File: config.mk
export PLATFORM = sky130hd
export DESIGN_NAME = exec_unit_pipe
export DESIGN_NICKNAME = d
export VERILOG_FILES = /design/src/rtl/exec_pkg.sv /design/src/rtl/div_iter.sv /design/src/rtl/exec_unit_pipe.sv
export SDC_FILE = /design/constraint.sdc
export NUM_CORES = 1
export LEC_CHECK = 0
export ABC_AREA = 1
export CORE_MARGIN = 2
export CORE_UTILIZATION = 50
export CTS_CLUSTER_SIZE = 20
export DETAILED_ROUTE_END_ITERATION = 7
export PLACE_DENSITY = 0.77
export SLEW_MARGIN = 20
export SYNTH_ARGS = -nofsm -noshare
export SYNTH_HDL_FRONTEND = slang
export SYNTH_SLANG_ARGS = --single-unit
File: constraint.sdc
create_clock -name clk1 -period 5.3 [get_ports clk1]
set_input_delay 1.59 -clock clk1 [delete_from_list [all_inputs] [get_ports clk1]]
set_output_delay 1.59 -clock clk1 [all_outputs]
set_load 0.05 [all_outputs]
File: src/rtl/exec_pkg.sv
// Shared encodings for the execution stage: func codes, CDB source units, divider states.
package exec_pkg;

  localparam logic [3:0] FUNC_ADD = 4'b0000;
  localparam logic [3:0] FUNC_SUB = 4'b0001;
  localparam logic [3:0] FUNC_MUL = 4'b0010;
  localparam logic [3:0] FUNC_DIV = 4'b0011;

  localparam logic [1:0] UNIT_ALU = 2'd0;
  localparam logic [1:0] UNIT_MUL = 2'd1;
  localparam logic [1:0] UNIT_DIV = 2'd2;

  typedef logic [1:0] div_state_t;
  localparam div_state_t DIV_IDLE = 2'd0;
  localparam div_state_t DIV_BUSY = 2'd1;
  localparam div_state_t DIV_DONE = 2'd2;

endpackage

File: src/rtl/div_iter.sv
// Iterative restoring divider: one quotient bit per cycle, result held in DONE until acked.
module div_iter
  import exec_pkg::*;
#(
  parameter int unsigned DATA_W = 8
) (
  input  logic              clk1,
  input  logic              rst,
  input  logic              clear,
  input  logic              start,
  input  logic [DATA_W-1:0] dividend,
  input  logic [DATA_W-1:0] divisor,
  input  logic              ack,
  output logic              busy,
  output logic              done,
  output logic [DATA_W-1:0] quotient,
  output logic [DATA_W-1:0] remainder,
  output logic              dbz
);

  localparam int unsigned CNT_W = $clog2(DATA_W + 1);

  div_state_t        state_q, state_d;
  logic [DATA_W-1:0] quo_q, rem_q, dvs_q, diff_c;
  logic [CNT_W-1:0]  cnt_q;
  logic              dbz_q;
  logic [DATA_W:0]   shift_c;
  logic              fits_c, last_c;

  // Trial subtraction of the shifted partial remainder.
  always_comb begin
    shift_c = {rem_q, quo_q[DATA_W-1]};
    fits_c  = shift_c >= {1'b0, dvs_q};
    diff_c  = shift_c[DATA_W-1:0] - dvs_q;
    last_c  = cnt_q == CNT_W'(DATA_W - 1);
  end

  always_ff @(posedge clk1) begin
    if (rst) state_q <= DIV_IDLE;
    else     state_q <= state_d;
  end

  always_comb begin
    state_d = state_q;
    case (state_q)
      DIV_IDLE: if (start)  state_d = (divisor == '0) ? DIV_DONE : DIV_BUSY;
      DIV_BUSY: if (last_c) state_d = DIV_DONE;
      DIV_DONE: if (ack)    state_d = DIV_IDLE;
      default:              state_d = DIV_IDLE;
    endcase
    if (clear) state_d = DIV_IDLE;
  end

  // Divide-by-zero preloads the final result so DONE follows immediately.
  always_ff @(posedge clk1) begin
    if (rst) begin
      quo_q <= '0;
      rem_q <= '0;
      dvs_q <= '0;
      cnt_q <= '0;
      dbz_q <= 1'b0;
    end else if (state_q == DIV_IDLE && start) begin
      cnt_q <= '0;
      dvs_q <= divisor;
      dbz_q <= (divisor == '0);
      if (divisor == '0) begin
        quo_q <= '1;
        rem_q <= dividend;
      end else begin
        quo_q <= dividend;
        rem_q <= '0;
      end
    end else if (state_q == DIV_BUSY) begin
      rem_q <= fits_c ? diff_c : shift_c[DATA_W-1:0];
      quo_q <= {quo_q[DATA_W-2:0], fits_c};
      cnt_q <= cnt_q + CNT_W'(1);
    end
  end

  always_comb begin
    busy      = state_q != DIV_IDLE;
    done      = state_q == DIV_DONE;
    quotient  = quo_q;
    remainder = rem_q;
    dbz       = dbz_q;
  end

endmodule

File: src/rtl/exec_unit_pipe.sv
// Execution stage: ALU / pipelined MUL / iterative DIV feeding one arbitrated CDB broadcast.
module exec_unit_pipe
  import exec_pkg::*;
#(
  parameter int unsigned DATA_W    = 8,
  parameter int unsigned ROB_IDX_W = 3,
  parameter int unsigned RS_IDX_W  = 3,
  parameter int unsigned REG_IDX_W = 4,
  parameter int unsigned MUL_LAT   = 3
) (
  input  logic                   clk1,
  input  logic                   rst,
  input  logic                   flush,
  input  logic                   in_valid,
  output logic                   in_ready,
  input  logic [3:0]             in_func,
  input  logic [DATA_W-1:0]      in_rs1,
  input  logic [DATA_W-1:0]      in_rs2,
  input  logic [ROB_IDX_W-1:0]   in_rob,
  input  logic [REG_IDX_W-1:0]   in_rd,
  input  logic [RS_IDX_W-1:0]    in_rs_idx,
  output logic                   cdb_valid,
  input  logic                   cdb_ready,
  output logic [2*DATA_W-1:0]    cdb_data,
  output logic [ROB_IDX_W-1:0]   cdb_rob,
  output logic [REG_IDX_W-1:0]   cdb_rd,
  output logic [RS_IDX_W-1:0]    cdb_rs_idx,
  output logic [1:0]             cdb_unit,
  output logic                   cdb_exc,
  output logic                   div_busy
);

  localparam int unsigned RES_W = 2 * DATA_W;
  localparam int unsigned TAG_W = ROB_IDX_W + REG_IDX_W + RS_IDX_W;

  logic              clr_c, is_mul_c, is_div_c;
  logic              acc_c, acc_alu_c, acc_mul_c, acc_div_c;
  logic [TAG_W-1:0]  in_tag_c;
  logic [DATA_W:0]   sum_c;
  logic [DATA_W-1:0] diff_c;
  logic [RES_W-1:0]  alu_res_c, prod_c;
  logic              alu_exc_c;

  logic              alu_v_q, alu_exc_q;
  logic [RES_W-1:0]  alu_data_q;
  logic [TAG_W-1:0]  alu_tag_q;

  // Last entry of the mul pipe is its holding register.
  logic [MUL_LAT-1:0] mul_v_q;
  logic [RES_W-1:0]   mul_data_q [MUL_LAT];
  logic [TAG_W-1:0]   mul_tag_q  [MUL_LAT];

  logic [TAG_W-1:0]  div_tag_q;
  logic              div_done, div_dbz;
  logic [DATA_W-1:0] div_quo, div_rem;

  logic              lock_v_q;
  logic [1:0]        lock_unit_q;
  logic              sel_v_c, grant_c, gnt_alu_c, gnt_mul_c, gnt_div_c;
  logic [1:0]        sel_c;
  logic [TAG_W-1:0]  sel_tag_c;
  logic              alu_free_c, mul_adv_c;

  always_comb begin
    clr_c     = rst || flush;
    is_mul_c  = in_func == FUNC_MUL;
    is_div_c  = in_func == FUNC_DIV;
    in_tag_c  = {in_rob, in_rd, in_rs_idx};
    sum_c     = {1'b0, in_rs1} + {1'b0, in_rs2};
    diff_c    = in_rs1 - in_rs2;
    prod_c    = RES_W'(in_rs1) * RES_W'(in_rs2);
    alu_res_c = '0;
    alu_exc_c = 1'b0;
    case (in_func)
      FUNC_ADD: alu_res_c = RES_W'(sum_c);
      FUNC_SUB: alu_res_c = RES_W'(diff_c);
      default:  alu_exc_c = 1'b1;
    endcase
  end

  // A stalled broadcast stays locked to its unit so the payload cannot switch under it.
  always_comb begin
    sel_v_c = 1'b1;
    sel_c   = UNIT_ALU;
    if (lock_v_q)                sel_c = lock_unit_q;
    else if (div_done)           sel_c = UNIT_DIV;
    else if (mul_v_q[MUL_LAT-1]) sel_c = UNIT_MUL;
    else if (!alu_v_q)           sel_v_c = 1'b0;

    cdb_data  = '0;
    cdb_exc   = 1'b0;
    sel_tag_c = '0;
    if (sel_v_c) begin
      case (sel_c)
        UNIT_DIV: begin
          cdb_data  = {div_rem, div_quo};
          cdb_exc   = div_dbz;
          sel_tag_c = div_tag_q;
        end
        UNIT_MUL: begin
          cdb_data  = mul_data_q[MUL_LAT-1];
          sel_tag_c = mul_tag_q[MUL_LAT-1];
        end
        default: begin
          cdb_data  = alu_data_q;
          cdb_exc   = alu_exc_q;
          sel_tag_c = alu_tag_q;
        end
      endcase
    end
    cdb_valid                        = sel_v_c;
    cdb_unit                         = sel_c;
    {cdb_rob, cdb_rd, cdb_rs_idx}    = sel_tag_c;

    grant_c   = sel_v_c && cdb_ready;
    gnt_alu_c = grant_c && (sel_c == UNIT_ALU);
    gnt_mul_c = grant_c && (sel_c == UNIT_MUL);
    gnt_div_c = grant_c && (sel_c == UNIT_DIV);
  end

  always_comb begin
    alu_free_c = !alu_v_q || gnt_alu_c;
    mul_adv_c  = !mul_v_q[MUL_LAT-1] || gnt_mul_c;
    in_ready   = 1'b0;
    if (!clr_c) begin
      if (is_mul_c)      in_ready = mul_adv_c;
      else if (is_div_c) in_ready = !div_busy;
      else               in_ready = alu_free_c;
    end
    acc_c     = in_valid && in_ready;
    acc_mul_c = acc_c && is_mul_c;
    acc_div_c = acc_c && is_div_c;
    acc_alu_c = acc_c && !is_mul_c && !is_div_c;
  end

  always_ff @(posedge clk1) begin
    if (clr_c) begin
      alu_v_q <= 1'b0;
    end else if (acc_alu_c) begin
      alu_v_q    <= 1'b1;
      alu_data_q <= alu_res_c;
      alu_exc_q  <= alu_exc_c;
      alu_tag_q  <= in_tag_c;
    end else if (gnt_alu_c) begin
      alu_v_q <= 1'b0;
    end
  end

  // Whole mul pipe moves in lockstep; it freezes while its holding register waits on the CDB.
  always_ff @(posedge clk1) begin
    if (clr_c) begin
      mul_v_q <= '0;
    end else if (mul_adv_c) begin
      mul_v_q[0]    <= acc_mul_c;
      mul_data_q[0] <= prod_c;
      mul_tag_q[0]  <= in_tag_c;
      for (int i = 1; i < int'(MUL_LAT); i++) begin
        mul_v_q[i]    <= mul_v_q[i-1];
        mul_data_q[i] <= mul_data_q[i-1];
        mul_tag_q[i]  <= mul_tag_q[i-1];
      end
    end
  end

  always_ff @(posedge clk1) begin
    if (acc_div_c) div_tag_q <= in_tag_c;
  end

  always_ff @(posedge clk1) begin
    if (clr_c) begin
      lock_v_q    <= 1'b0;
      lock_unit_q <= UNIT_ALU;
    end else begin
      lock_v_q    <= sel_v_c && !cdb_ready;
      lock_unit_q <= sel_c;
    end
  end

  div_iter #(.DATA_W(DATA_W)) u_div (
    .clk1      (clk1),
    .rst       (rst),
    .clear     (flush),
    .start     (acc_div_c),
    .dividend  (in_rs1),
    .divisor   (in_rs2),
    .ack       (gnt_div_c),
    .busy      (div_busy),
    .done      (div_done),
    .quotient  (div_quo),
    .remainder (div_rem),
    .dbz       (div_dbz)
  );

endmodule

==> Yosys cells after proc, flatten, opt, wreduce, memory -nomap -nowiden <==
Memories as Yosys holds them, arrays and structs flattened.
Index checks and enable logic that the tools add are counted.
{ "op_classes": {"addsub": 4, "n_mul": 1, "reduce_logical": 32, "muxes": 35, "n_bitwise": 1, "n_lt_le_gt_ge": 1, "eq_ne": 11} }
{ "ops": {"columns": ["cell", "n"], "rows": [
  ["$mux 8", 7],
  ["$pmux 16 s2", 1],
  ["$pmux 10 s2", 1],
  ["$pmux 9 s2", 1],
  ["$mul 8x8->16", 1],
  ["$mux 16", 1],
  ["$sub 8x8->8", 2],
  ["$mux 1", 15],
  ["$mux 2", 6],
  ["$logic_and 1x1->1", 11],
  ["$mux 10", 1],
  ["$add 8x8->9", 1],
  ["$ge 9x8->1", 1],
  ["$eq 4x2->1 const B", 2],
  ["$logic_not 8->1", 1],
  ["$logic_not 1->1", 6],
  ["$ne 2x1->1 const B", 3],
  ["$pmux 2 s3", 1],
  ["$reduce_bool 2->1", 3],
  ["$reduce_or 2->1", 3],
  ["$add 4x1->4 const B", 1],
  ["$eq 2x1->1 const B", 2],
  ["$eq 2x2->1 const B", 2],
  ["$eq 4x1->1 const B", 1],
  ["other kinds (8)", 11]
]} }
{ "totals": {"regBits": 75, "mem_count": 2, "wordCells": 101, "ramBits": 78, "out_inout_bits": 32} }
{ "mem_list": {"columns": ["memory", "depth", "width", "rd", "rd_ports_with_merged_regs", "write_ports", "line_no", "text"], "rows": [
  ["mul_data_q", 3, 16, 3, 0, 3, "exec_unit_pipe.sv:50", "logic [RES_W-1:0] mul_data_q [MUL_LAT];"],
  ["mul_tag_q", 3, 10, 3, 0, 3, "exec_unit_pipe.sv:51", "logic [TAG_W-1:0] mul_tag_q [MUL_LAT];"]
]} }

==> Longest topological paths before layout <==
{ "logic_depth": {"depth_word": 14, "depth_mapped": 21, "mapped_depth_nobuf": 19} }

==> Cells and area by module <==
A second synthesis with hierarchy kept.
{ "hier_totals": {"hier_cells": 1052, "hier_area_um2": 9266.4} }
{ "modules_own_cells": {"columns": ["mod", "cells_per_inst", "instances", "seq_area_each_um2", "area_per_inst_um2"], "rows": [
  ["exec_unit_pipe", 776, 1, 3383.2, 7327.0],
  ["div_iter", 276, 1, 620.6, 1939.4]
]} }

==> Worst setup path after synthesis <==
No wires, ideal clock.
{ "synth_path": {"path_type": "input to register", "startpoint": "in in_rs1[0]", "endpoint": "mem mul_data_q[0][13] (netlist name), data pin", "path_stages": 16, "setup_time_ns": 0.260, "path_buffers": 1, "path_slack_ns": -0.097, "arrival_ns": 5.137, "cell_sequence": "clkbuf_1 nand2_1 fa_1 fa_1 inv_1 fa_1 inv_1 fa_1 inv_1 ha_1 nand2_1 nor2_1 a21oi_1 o21ai_0 o21a_1 xor2_1"} }
{ "synth_lines": {"columns": ["item", "line_no", "text"], "rows": [
  ["start: declaration", "exec_unit_pipe.sv:17", "input logic [DATA_W-1:0] in_rs1,"],
  ["end: declaration", "exec_unit_pipe.sv:50", null]
]} }

==> run metrics <==
status=finished clean; root cell of the clock tree=clkbuf_16; Seq/Total Area, Yosys=0.437; Worst setup EP type=register; core area=approximately 18,000 um^2; drt wl/cell=~16 um; syn nets=~1,200; Top Ports=between 60 and 70; Critical Path Most Common Cell=inv_1; final setup fails=0; initial antenna violation count=2; minimum clock period=approximately 5 ns; CP Class=input pin to register; fin cells=around 1,400; EDFF count, synth=108; vias in the first global route=6,878; Placed Cells=1,352; Worst Path Required=5.55 ns; htree depth=4; worst-margin pin slew=0.832 ns; Worst Skew=approximately 0.008 ns; die height=roughly 140 um; Post-CTS Hold Buffers=0; Die Wd=between 100 and 150 um; Unique masters post-synth=47; type of origin of the critical path=input pin; Main synth FF type=edfxtp_1; Rows=49; gr usage total=0.224; highest-delay cell along the critical path=fa_1; Async SR Flop Fraction=0; crit path max fanout=5; crit-path cells=dlygate4sd2_1 > buf_4 > nand2_1 > fa_1 > inv_1 > fa_1 > inv_1 > fa_1 > inv_1 > ha_1 > ha_1 > inv_1 > nor3_2 > nand3_1 > o2111ai_1 > xor2_1; Slew Viols, Final=0; mapped cell area=between 9000 and 10,000 um^2; Hold WS=between 0.4 and 0.5 ns; DR DRC count=0; Routed Antenna Nets=0; Worst-Skew Late Latency=0.42 ns; register bit total from synthesis=between 100 and 150; Total Wirelength=about 21 mm; first-pass GRT wire length=~34 mm; Tcrit/Tclk final=0.972; Syn Area/Cell=8.83 um^2; Initial Util=0.510; Overflow after GRT=0; first drt pass iteration count=6; IO buf count=66; CTS buffer count=17; yosys warns=0; Mapped Cells=between 1,000 and 1,500; Fin. Hold Viols=0; most frequent cells in the layout=nand2_1 (231), inv_1 (203), edfxtp_1 (108); vias per cell=5.24; DP HPWL=between 15 and 20 mm; Clock Path Buffers=2; delay-heaviest family, CP=adder cells; die area=19,400 um^2; crit path buf inv count=6; post-CTS setup buffer count=0; Sink Count=146; maximum vdd drop=between 200 and 300 uV; Pleak=5.19 nW; Net count, final=about 1,300; FMAX=0.194 GHz; GPL Wtd Cong=between 0.9 and 1; Syn-to-layout area delta=20.0%; DR iter-0 viols=~610; Hold Path Class=register to register; Critical Path Max Stage Delay=~0.59 ns; TritonCTS clock tree=yes; clock slew at reported path FFs=roughly 0.06 ns; MaxCap Viol Count=0; Overall Power=approximately 0.0036 W; PwrDens=326 nW/um^2; WP data arrival=approximately 5.4 ns; layout cells sized above 1=0.120; largest net degree at the start of global routing=44; via count=7,258; most common cell after layout, fill and taps aside=nand2_1; Slew HR=0.443
## layer usage
| metal | track usage | routed length [um] | up-vias |
|---|---|---|---|
| li1 | - | - | 3550 |
| met1 | 0.286 | 8940 | 3415 |
| met2 | 0.374 | 10700 | 244 |
| met3 | 0.0468 | 1150 | 49 |
| met4 | 0.0920 | 725 | 0 |
| met5 | 0 | 0 | - |
## where the power goes
part	internal [W]	switching, W
combinational	0.000499	0.000591
clock	0.000649	0.000474
sequential	0.00134	0.0000229
total	0.00249	0.00109
## flip-flops by register name (all words and copies together), names as in the netlist, 3 cells and up
name and count:
u_div.dvs_q 8, div_tag_q 10, u_div.quotient 8, mul_v_q 3, alu_tag_q 10, u_div.cnt_q 4
mul_data_q 48, alu_data_q 9, u_div.remainder 8, mul_tag_q 30
## cell type report
cell class / instances / area (um^2)
Fill cell: 1492 / 6980
Multi-Input combinational cell: 635 / 4230
Sequential cell: 146 / 4000
Timing Repair Buffer: 127 / 1100
Inverter: 215 / 807
Clock buffer: 18 / 429
Tap cell: 229 / 287
Clock inverter: 13 / 126
Antenna cell: 2 / 5.00
## logic make-up after synthesis
| logic type | count (synthesis) | synth area share |
|---|---|---|
| buffers and inverters | 256 | 0.109 |
| adder cells (fa/ha/maj) | 102 | 0.171 |
| AO/OA/AOI/OAI | 137 | 0.0868 |
| flip-flops | 146 | 0.437 |
| AND/OR/NAND/NOR | 376 | 0.177 |
| XOR/XNOR | 20 | 0.0191 |
## final timing paths
| check | start | endpoint | slack, ns | depth (start not counted) |
|---|---|---|---|---|
| worst max-delay path | in_rs1[6] | mul_data_q[0][15] | 0.15 | 16 |
| worst min-delay path | mul_data_q[0][14] | mul_data_q[0][30] | 0.42 | 0 |
| worst max register to register | u_div.state_q[0] | alu_tag_q[9] | 1.75 | 17 |
| worst min register to register | mul_data_q[0][14] | mul_data_q[0][30] | 0.42 | 0 |
## per-stage QoR
| step | cell area, um^2 | TNS, ns | worst slack, ns | utilization |
|---|---|---|---|---|
| floorplan | 9190 | 0 | 0.00700 | - |
| global placement | 10400 | -4.43 | -0.577 | 0.579 |
| detailed placement | 10400 | -5.00 | -0.627 | 0.579 |
| CTS | 11000 | 0 | 0.0831 | 0.610 |
| global route | 11000 | -0.0295 | -0.0295 | 0.612 |
| finish | 11000 | 0 | 0.147 | 0.612 |
## synthesized netlist by cell type (5+ instances only)
cell,n,area share
nand3_1,55,0.030
clkbuf_1,24,0.0098
buf_2,13,0.0071
o21ai_0,43,0.024
dfxtp_1,38,0.083
nand4_1,21,0.014
xnor2_1,7,0.0067
xor2_1,13,0.012
inv_1,204,0.084
o22ai_1,5,0.0034
fa_1,39,0.085
clkinv_1,8,0.0033
a31oi_1,15,0.010
o211ai_1,6,0.0049
nor2_1,49,0.020
nand2_2,6,0.0041
a21oi_1,48,0.026
nand2_1,231,0.095
nor3_1,5,0.0027
ha_1,63,0.086
edfxtp_1,108,0.35
## worst register-to-register path, delay by kind of cell (launching register included)
kind            cells  cell delay, ns
buf+inv             8            1.19
simple gates        5            0.80
compound gates      3            0.65
flops               1            0.35
fa+ha+maj           1            0.23
## timing repair
item / in CTS / in global routing
endpoints found under the setup margin: 7 / 20
cloned: 0 / 0
gates resized for setup: 18 / 22
pin swaps: 0 / 1
Note: power is estimated with default switching activity, not from simulation.
